$ cat src/rtl/lh_pkg.sv
// rtl/lh_pkg.sv - shared defaults, pad byte and padder state type for the light-hash message path
package lh_pkg;

    localparam int         LH_BLOCK_BYTES = 8;
    localparam int         LH_LEN_BYTES   = 2;
    localparam logic [7:0] LH_PAD_BYTE    = 8'h80;

    typedef enum logic [2:0] {
        PASS,
        PAD80,
        ZERO,
        LEN,
        DONE
    } lh_pad_state_t;

endpackage

$ cat src/rtl/lh_byte_reg_slice.sv
// rtl/lh_byte_reg_slice.sv - registered byte+last slice with valid/ready hold
// Used for the padded message stream and for the digest output stream.
module lh_byte_reg_slice (
    input  logic       clk,
    input  logic       rst_n,
    input  logic [7:0] i_data,
    input  logic       i_last,
    input  logic       i_valid,
    output logic       o_ready,
    output logic [7:0] o_data,
    output logic       o_last,
    output logic       o_valid,
    input  logic       i_ready
);

    logic       r_valid;
    logic [7:0] r_data;
    logic       r_last;

    // The register may load whenever it is empty or its current byte is leaving.
    assign o_ready = !r_valid || i_ready;

    always_ff @(posedge clk or posedge rst_n) begin
        if (rst_n) begin
            r_valid <= 1'b0;
            r_data  <= 8'h00;
            r_last  <= 1'b0;
        end else if (o_ready) begin
            r_valid <= i_valid;
            if (i_valid) begin
                r_data <= i_data;
                r_last <= i_last;
            end
        end
    end

    assign o_data  = r_data;
    assign o_last  = r_last;
    assign o_valid = r_valid;

endmodule

$ cat src/rtl/lh_msg_padder.sv
// rtl/lh_msg_padder.sv - pass-through message padder appending 0x80, zeros and a big-endian length trailer
// Optional LH_PAD_LEN_ERR_EN adds the sticky err_len_overflow output.
module lh_msg_padder
    import lh_pkg::*;
#(
    parameter int BLOCK_BYTES = LH_BLOCK_BYTES,
    parameter int LEN_BYTES   = LH_LEN_BYTES
) (
    input  logic       clk,
    input  logic       rst_n,
    input  logic [7:0] in_byte,
    input  logic       in_valid,
    input  logic       in_last,
    output logic       in_ready,
    output logic [7:0] out_byte,
    output logic       out_valid,
    output logic       out_last,
    input  logic       out_ready
`ifdef LH_PAD_LEN_ERR_EN
    ,
    output logic       err_len_overflow
`endif
);

    localparam int              PW        = $clog2(BLOCK_BYTES);
    localparam int              LW        = 8 * LEN_BYTES;
    localparam logic [PW-1:0]   TRAIL_POS = PW'(BLOCK_BYTES - LEN_BYTES);
    localparam logic [PW-1:0]   LAST_POS  = PW'(BLOCK_BYTES - 1);
    localparam logic [PW-1:0]   LAST_K    = PW'(LEN_BYTES - 1);

    lh_pad_state_t r_state;
    lh_pad_state_t w_state_nxt;
    logic [PW-1:0] r_pos;
    logic [PW-1:0] w_pos_nxt;
    logic [PW-1:0] w_k;
    logic [LW-1:0] r_len;
    logic          w_load;
    logic          w_push;
    logic          w_out_done;
    logic          w_src_valid;
    logic          w_src_last;
    logic [7:0]    w_src_byte;

    assign in_ready   = (r_state == PASS) && w_load;
    assign w_push     = w_src_valid && w_load;
    assign w_out_done = out_valid && out_ready && out_last;
    assign w_pos_nxt  = (r_pos == LAST_POS) ? '0 : r_pos + 1'b1;
    assign w_k        = r_pos - TRAIL_POS;

    always_ff @(posedge clk or posedge rst_n) begin
        if (rst_n) begin
            r_state <= PASS;
        end else begin
            r_state <= w_state_nxt;
        end
    end

    always_ff @(posedge clk or posedge rst_n) begin
        if (rst_n) begin
            r_pos <= '0;
            r_len <= '0;
        end else if (r_state == DONE) begin
            if (w_out_done) begin
                r_pos <= '0;
                r_len <= '0;
            end
        end else if (w_push) begin
            r_pos <= w_pos_nxt;
            if (r_state == PASS) begin
                r_len <= r_len + 1'b1;
            end
        end
    end

    always_comb begin
        w_state_nxt = r_state;
        case (r_state)
            PASS:    if (w_push && in_last) w_state_nxt = PAD80;
            PAD80:   if (w_push) w_state_nxt = (w_pos_nxt == TRAIL_POS) ? LEN : ZERO;
            ZERO:    if (w_push && (w_pos_nxt == TRAIL_POS)) w_state_nxt = LEN;
            LEN:     if (w_push && w_src_last) w_state_nxt = DONE;
            DONE:    if (w_out_done) w_state_nxt = PASS;
            default: w_state_nxt = PASS;
        endcase
    end

    // Byte source feeding the output register; the trailer index is the offset past TRAIL_POS.
    always_comb begin
        w_src_valid = 1'b0;
        w_src_byte  = 8'h00;
        w_src_last  = 1'b0;
        case (r_state)
            PASS: begin
                w_src_valid = in_valid;
                w_src_byte  = in_byte;
            end
            PAD80: begin
                w_src_valid = 1'b1;
                w_src_byte  = LH_PAD_BYTE;
            end
            ZERO: begin
                w_src_valid = 1'b1;
            end
            LEN: begin
                w_src_valid = 1'b1;
                for (int k = 0; k < LEN_BYTES; k++) begin
                    if (w_k == PW'(k)) begin
                        w_src_byte = r_len[8*(LEN_BYTES-1-k) +: 8];
                    end
                end
                w_src_last = (w_k == LAST_K);
            end
            default: ;
        endcase
    end

    lh_byte_reg_slice u_out_slice (
        .clk     (clk),
        .rst_n   (rst_n),
        .i_data  (w_src_byte),
        .i_last  (w_src_last),
        .i_valid (w_src_valid),
        .o_ready (w_load),
        .o_data  (out_byte),
        .o_last  (out_last),
        .o_valid (out_valid),
        .i_ready (out_ready)
    );

`ifdef LH_PAD_LEN_ERR_EN
    logic r_err;

    always_ff @(posedge clk or posedge rst_n) begin
        if (rst_n) begin
            r_err <= 1'b0;
        end else if ((r_state == DONE) && w_out_done) begin
            r_err <= 1'b0;
        end else if ((r_state == PASS) && w_push && (r_len == '1)) begin
            r_err <= 1'b1;
        end
    end

    assign err_len_overflow = r_err;
`endif

endmodule

$ cat config.mk
export PLATFORM = sky130hd
export DESIGN_NAME = lh_msg_padder
export DESIGN_NICKNAME = d
export VERILOG_FILES = /design/src/rtl/lh_pkg.sv /design/src/rtl/lh_byte_reg_slice.sv /design/src/rtl/lh_msg_padder.sv
export SDC_FILE = /design/constraint.sdc
export NUM_CORES = 1
export LEC_CHECK = 0
export CORE_ASPECT_RATIO = 1.25
export CORE_MARGIN = 2
export CORE_UTILIZATION = 45
export DETAILED_ROUTE_END_ITERATION = 10
export PLACE_DENSITY_LB_ADDON = 0.12
export SLEW_MARGIN = 20
export SYNTH_ARGS = -nofsm -noshare
export SYNTH_HDL_FRONTEND = slang
export SYNTH_SLANG_ARGS = --single-unit
$ cat constraint.sdc
create_clock -name clk -period 2.2 [get_ports clk]
set_input_delay 0.44 -clock clk [delete_from_list [all_inputs] [get_ports clk]]
set_output_delay 0.44 -clock clk [all_outputs]
set_load 0.05 [all_outputs]
## After elaboration in Yosys (flattened, before gate mapping)

Cells that the tools add are included.

- Logic and storage cells: 58
- Input port bits: 13
- Bits in registers: 32
- Output and inout port bits: 11

- Eq/ne operators: 12
- Reduce and logical (&&, ||, !) cells: 18
- Muxes and demuxes: 19
- Add/sub/neg operators: 3

Operator list:

| cell | number |
|---|---|
| 16-bit 2-to-1 mux | 4 |
| 3-bit 2-to-1 mux | 8 |
| 8-bit one-hot mux with 3 select lines | 1 |
| 16-bit by 1-bit adder with 16-bit output (second input constant) | 1 |
| 8-bit 2-to-1 mux | 2 |
| 3-bit one-hot mux with 5 select lines | 1 |
| 3-bit == test (second input constant) | 3 |
| 2-bit != test (second input constant) | 4 |
| 1-bit logical AND | 7 |
| 3-bit by 1-bit == test with 1-bit output (second input constant) | 2 |
| 3-bit by 2-bit == test with 1-bit output (second input constant) | 2 |
| 3-bit zero test | 2 |
| 5-bit AND reduction | 1 |
| 2-bit AND reduction | 2 |
| 2-bit nonzero test | 2 |
| 3-bit by 1-bit adder with 3-bit output (second input constant) | 1 |
| 3-bit AND reduction | 1 |
| 3-bit OR reduction | 1 |
| 3-bit subtractor (second input constant) | 1 |
| 1-bit 2-to-1 mux | 2 |
| 2-bit by 1-bit != test with 1-bit output (second input constant) | 1 |
| 1-bit one-hot mux with 2 select lines | 1 |
| 1-bit zero test | 1 |
| 1-bit logical OR | 1 |

## Depth between registers and ports, before layout

- Depth after elaboration: 7
- Gate-level depth with buffers: 7
- Mapped depth without buffers: 6

## By module

A second synthesis with hierarchy kept.

- Cell total of the unflattened synthesis: 188
- Area total of the unflattened synthesis: 1,886.8 um^2

By module, submodules not included:

| module | sequential area each (um^2) | area each (um^2) | instances | cells each |
|---|---|---|---|---|
| lh_msg_padder | 550.5 | 1,457.6 | 1 | 165 |
| lh_byte_reg_slice | 250.2 | 429.2 | 1 | 23 |

## Least setup slack after synthesis

Ideal clock, no wire load.

- Path type: flip-flop to flip-flop
- Start: register u_out_slice.r_valid, in the netlist u_out_slice.o_valid
- End: register r_len[7]
- Data arrival time: 1.803 ns
- Cell stages (with the launch flop): 5
- Buffers on the path: 0
- Period minus slack after synthesis: 1.881 ns
- Setup time: 0.078 ns
- Slack: 0.319 ns
- Required time: 2.122 ns
- Cell sequence: dfrtp_1 > nand2b_1 > nand4_4 > or4_2 > a21oi_1

- Longest elaborated chain between the ends: 5
- Elaborated cells on any way between the ends: 8
- Classes of those cells: eq/ne (1); reduce/logical (7)

Ends and longest elaborated chain:

| what | line | text |
|---|---|---|
| start: declaration | lh_byte_reg_slice.sv:16 | `logic r_valid;` |
| start signal: assignment | lh_byte_reg_slice.sv:29 | `r_valid <= i_valid;` |
| 1-bit zero test | lh_byte_reg_slice.sv:21 | `assign o_ready = !r_valid \|\| i_ready;` |
| 1-bit logical OR | lh_byte_reg_slice.sv:21 |  |
| 1-bit logical AND | lh_msg_padder.sv:45 | `assign w_push = w_src_valid && w_load;` |
| 2-bit nonzero test (no line) | -- |  |
| 3-bit AND reduction (no line) * | -- |  |
| end signal: assignment | lh_msg_padder.sv:70 | `r_len <= r_len + 1'b1;` |
| end: declaration | lh_msg_padder.sv:36 | `logic [LW-1:0] r_len;` |

Every way passes the cells marked *; elsewhere a longest branch is shown, timed or not.
A chain may end at the register's enable or synchronous reset.

## Final worst setup path

- Start: input port out_ready
- End: output port in_ready

- Longest elaborated chain between the ends: 2

Ends and longest elaborated chain:

| what | line | text |
|---|---|---|
| start: declaration | lh_msg_padder.sv:18 | `input logic out_ready` |
| 1-bit logical OR | lh_byte_reg_slice.sv:21 |  |
| 1-bit logical AND | lh_msg_padder.sv:44 | `assign in_ready = (r_state == PASS) && w_load;` |
| end: declaration | lh_msg_padder.sv:14 | `output logic in_ready,` |

No other way between the ends.

==> impl_metrics.yaml <==
run_status:
  status: "complete, no violations"
clocking:
  cts-root-buf: "clkbuf_8"
  clkTransAtPathRegs_ns: 0.06
  cts_buffers: 5
  cts_max_level: 2
  clockBufferDepth: 2
  insertion_delay_ns: 0.28
  tritoncts: "done"
  clock-sinks: 32
  cts_hold_buf: 0
  post_cts_buffers: 0
  cts_resized: 0
place:
  hpwl_mm: 3.35
  gp_congestion: 0.850
  dpl.cell_count: 282
  io_buffers: 23
  placed_cell_area_sq_mm: 0.00218
min_path:
  holdPathStages: 1
  hold_path_class: "reg -> reg"
worst_setup_path:
  reg2reg_slack_ns: 0.31
  critPathMaxFanout: 7
  crit_path_start_kind: "input pin"
  crit_slowest_cell: "clkdlybuf4s50_1"
  crit_family: "buffers and inverters"
  r2r-start: "r_state[0]"
  r2r_end: "r_state[0]"
  required_ns: 1.76
  path_cells: "clkdlybuf4s50_1 > nand2b_1 > buf_4 > and2_1 > buf_12"
  crit_end: "in_ready"
  cp_num_buf_inv: 3
  path_class: "in -> out"
  worst-path-stages: 5
  rr_worst_depth: 5
  startpoint: "out_ready"
  cpPeakStageDelay_ns: 0.49
  end_kind: "output port"
  critPathArrivalTime_ns: 1.62
logic_synthesis:
  async_flop_share_pct: 100
  syn_area_sq_mm: 0.00183
  synth_commonest_cells: "dfrtp_1, nand2_1, o21ai_0, a21oi_1, nor2_1"
  synth_edf_count: 0
  seq_area_frac_synth_pct: 43.9
  yosysWarnings: 0
  synth.largest_area_cell: "dfrtp_1"
  yosys.cell_count.top_type: "dfrtp_1"
  synth-seq-cells: 32
  netlist-cell-type-count: 46
  avgSynthCellArea_sq_um: 8.99
  netlist.area_leader.share_pct: 43.9
  synthTopCellsByArea: "dfrtp_1, nand2_1, o21ai_0"
  synth_fp_nets: 220
  synthCells: 203
  synth_flop_cell: "dfrtp_1"
sta:
  clock.fmax_mhz: 486
  finalMaxSlewViolations: 0
  rsz0062_at_grt: "no"
  fin_crit_sh_pct: 93.5
  skew_ns: 0.00452
  slew_headroom_pct: 66.1
  fin_tns_setup_ns: 0
  tightestPinTransition_ns: 0.503
  hold_viol_final: 0
  hold_ws_ns: 0.488
  period_needed_ns: 2.06
  setup-violations-final: 0
routing:
  drt_iter0_drc: 105
  vias: 1671
  drcViolationCount: 0
  wl_mm: 4.56
  wire_per_inst_um: 15.7
  ant_nets: 0
  via_per_inst: 5.76
  drt_pass1_iterations: 4
layout:
  layout-drive-gt1-share_pct: 12.3
  final_nets: 252
  post-route-util_pct: 59.0
  stdcell_count: 290
  n_antenna_cell: 0
  syn_to_final_growth_pct: 24.3
  stdcell_area_sq_mm: 0.00227
floorplanning:
  die_w_um: 61.0
  dieArea_sq_mm: 0.00459
  core_sq_mm: 0.00385
  ios: 24
  die_y_um: 75.2
  rows: 25
  start_util_pct: 47.4
run:
  cap_violations: 0
global_routing:
  gr-total-overflow: 0
  grt_pass1_wl_mm: 7.51
  grt_max_degree: 33
  grt_usage_pct: 22.1
  antenna_found_initial: 0
  grt_pass1_vias: 1587
power_and_ir_drop:
  cellPowerDensity_mw_per_mm2: 895
  p_leak_nw: 0.964
  peakVddDrop_uv: 452
routing by layer:
metal / GRT usage (%) / share of wire, % / vias to the layer above
li1: - / - / 801
met1: 27.8 / 45 / 816
met2: 36.4 / 49 / 46
met3: 5.15 / 3.9 / 8
met4: 8.70 / 1.7 / 0
met5: 0 / 0 / -
power breakdown:
part	switching, mW	internal (mW)	total, mW
registers	0.150	0.683	0.833
logic	0.428	0.297	0.726
clock network	0.215	0.255	0.470
total	0.794	1.24	2.03
worst reg2reg max path: stages, from the launching register on:
cell and delay, ns:
dfrtp_1 0.63, nor3_1 0.15, or3_1 0.43, buf_4 0.20, a221oi_1 0.25, o2bb2ai_1 0.16
logic make-up after synthesis:
group | count (synthesis) | share of synthesized area (%)
xor+xnor | 5 | 2.40
simple gates | 91 | 28.3
buf+inv | 16 | 3.91
flops | 32 | 43.9
fa+ha+maj | 4 | 2.74
compound gates | 52 | 17.1
mux | 3 | 1.65
per-stage QoR:
stage                     worst slack [ns]  power, mW
after global placement              0.0807       1.54
after detailed placement            0.0244       1.56
final                                0.143       2.03
after global routing                0.0913       2.16
after CTS                            0.135       2.03
after floorplan                      0.319       1.33
worst min path at each step:
stage,from,to,slack [ns]
detailed placement,r_len[15],r_len[15],0.48
floorplan,r_len[15],r_len[15],0.44
CTS,r_len[15],r_len[15],0.49
global placement,u_out_slice.o_data[1],u_out_slice.o_data[1],0.47
global route,u_out_slice.o_data[1],u_out_slice.o_data[1],0.51
finish,r_len[15],r_len[15],0.49
cell usage in the layout, fill, tap and decap left out, drive strengths merged, types with 2 or more instances in the layout:
master         netlist  final
and2                 2      2
xnor2                3      3
or3                  4      4
and4                 2      2
inv                  5      5
or4                  3      3
nor2b                2      2
clkdlybuf4s50        0     22
a22oi                7      7
nand4                9      9
o21ai               18     18
dfrtp               32     32
clkbuf               9      8
mux2i                3      3
nand2               28     28
nand2b               2      2
nand3                9      9
nor3                 8      8
and3                 3      3
xor2                 2      2
ha                   4      4
o31ai                3      3
a21oi               15     15
a21o                 2      2
nor2                14     14
buf                  2     14
area by class of cell:
| type | count | area, sq um |
|---|---|---|
| clock buffers | 8 | 90.1 |
| fillers | 352 | 1580 |
| inverters | 5 | 18.8 |
| multi-input cells | 155 | 953 |
| flip-flops and latches | 32 | 801 |
| well taps | 54 | 67.6 |
| repair buffers | 36 | 338 |
state kept, by name (all words and copies together), names as in the netlist:
| register | count |
|---|---|
| r_len | 16 |
| r_state | 3 |
| r_pos | 3 |
| u_out_slice.o_data | 8 |
| u_out_slice.o_last | 1 |
| u_out_slice.o_valid | 1 |
Power figures use the tool's default switching activity.
==> variant, RTL diff (same flow settings) <==
Build with the macro `LH_PAD_LEN_ERR_EN` defined.
--- a/src/rtl/lh_msg_padder.sv
+++ b/src/rtl/lh_msg_padder.sv
@@ -2,2 +2,4 @@
 // Optional LH_PAD_LEN_ERR_EN adds the sticky err_len_overflow output.
+`define LH_PAD_LEN_ERR_EN
+
 module lh_msg_padder
Formal check against the unedited RTL (old outputs only; new: err_len_overflow): equivalent (equiv_simple and equiv_induct, registers matched by name and starting in step).
==> variant against the unedited design <==
Synthesized area rose by 0.55%. Sequential cell count rose by 1. Setup slack worse by 0.051 ns. Core utilization decreased by 0.81 points. Design area decreased by 1.4%. Wire length is 3.8% lower. Die area is 0.52% higher. Synthesized cell count is 6.4% lower. Critical endpoint unchanged. Largest cell class unchanged.
Power is not compared: it rests on default switching activity, and its combinational part moved more than twofold at a synthesized area within 25%.
==> variant: results (changes against the unedited design) <==
register area share after synthesis 45.0% (+1.1 points); GRT Util Overall 21.6% (-0.46 points); post-DP HPWL 3120 um (-6.8%); Initial DRC Count 128 (+22%); cell total after placement 267 (-5.3%); largest net degree at the start of global routing 34 (+3.0%); Placer Congestion 0.813 (-4.4%); Setup Buffers After CTS 0 (unchanged); Critical Path Fanout Max 11 (+4); HP Start err_len_overflow; Vias per Instance 5.86 (+1.7%); Rel. slew slack 49.0% (-17 points); max reg flops 16 (unchanged); reg2reg path depth 4 (-1); most frequent cells after synthesis dfrtp_1 (33), nand3_1 (17), nand2_1 (12); Routed WL per cell 15.9 um (+1.5%); Worst Hold End err_len_overflow; fraction of layout cells with a size suffix above 1 11.8% (-0.52 points); Max Clock Skew 0.00565 ns (+0.00114 ns); final WL 4380 um (-3.8%); Cell variety after synth 45 (-2.2%); CP Data Arrival Time 1.67 ns (+0.05 ns); I/O Buffers 24 (+4.3%); Syn Nets 207 (-5.9%); H-tree levels 2 (unchanged); YS warnings 0 (unchanged); Synth Area per Inst 9.66 sq um (+7.4%); vias in the first global route 1521 (-4.2%); first-pass GRT wire length 7310 um (-2.7%); Final nets 237 (-6.0%); dominant cells by area after synthesis dfrtp_1 (45%), nand3_1 (4.6%), o211ai_1 (3.3%), a21oi_1 (3.0%), a22oi_1 (2.9%); FF-to-FF End r_len[14]; outcome finished clean; RR Startpoint r_len[3]; Hold Path Cell Cnt 1 (unchanged); CTS clk-pin slew, worst paths 0.06 ns (about the same)
## variant: cell count changes after synthesis, sizes merged, moves of 5 or more
cell    before  now
o211ai       1    8
o21ai       18    6
inv          5   11
nand3        9   17
nand2       28   12
nor2        14    5
buf          2    7
## variant: cells by family (layout without fill, tap and decap cells)
family	count (synthesis)	in the layout	synth area share [%]
AO/OA/AOI/OAI	53	53	19.9
multiplexers	2	2	1.09
XOR/XNOR	2	2	0.955
buffers and inverters	23	54	6.82
AND/OR/NAND/NOR	73	73	23.5
adder cells (fa/ha/maj)	4	4	2.73
flip-flops	33	33	45.0
## variant: power by group
group          switching, mW  internal, mW  leakage (nW)  total (mW)
registers            0.00152         0.608         0.454       0.609
logic                 0.0207        0.0258         0.446      0.0466
clock network          0.220         0.225        0.0395       0.445
total                  0.242         0.858         0.939        1.10
## variant: stage by stage
stage	hold slack (ns)	area [sq um]	power [mW]	worst slack [ns]
detailed placement	0.481	2160	0.668	-0.0209
global placement	0.466	2160	0.667	0.00868
CTS	0.497	2240	1.11	0.0933
floorplan	0.474	1840	0.636	0.141
finish	0.486	2240	1.10	0.0918
global route	0.533	2240	1.14	0.0143
## variant: cell type report
type / instances / area (sq um)
Multi-Input combinational cell: 134 / 890
Tap cell: 54 / 67.6
Clock buffer: 8 / 80.1
Fill cell: 364 / 1610
Inverter: 11 / 41.3
Sequential cell: 33 / 826
Timing Repair Buffer: 35 / 333
## variant: routing by layer
layer / GRT usage (%) / vias to the layer above / wire, um
met4: 9.90 / 0 / 97
met1: 27.6 / 790 / 1960
li1: - / 777 / -
met3: 4.75 / 9 / 161
met2: 34.9 / 35 / 2160
met5: 0 / - / 0
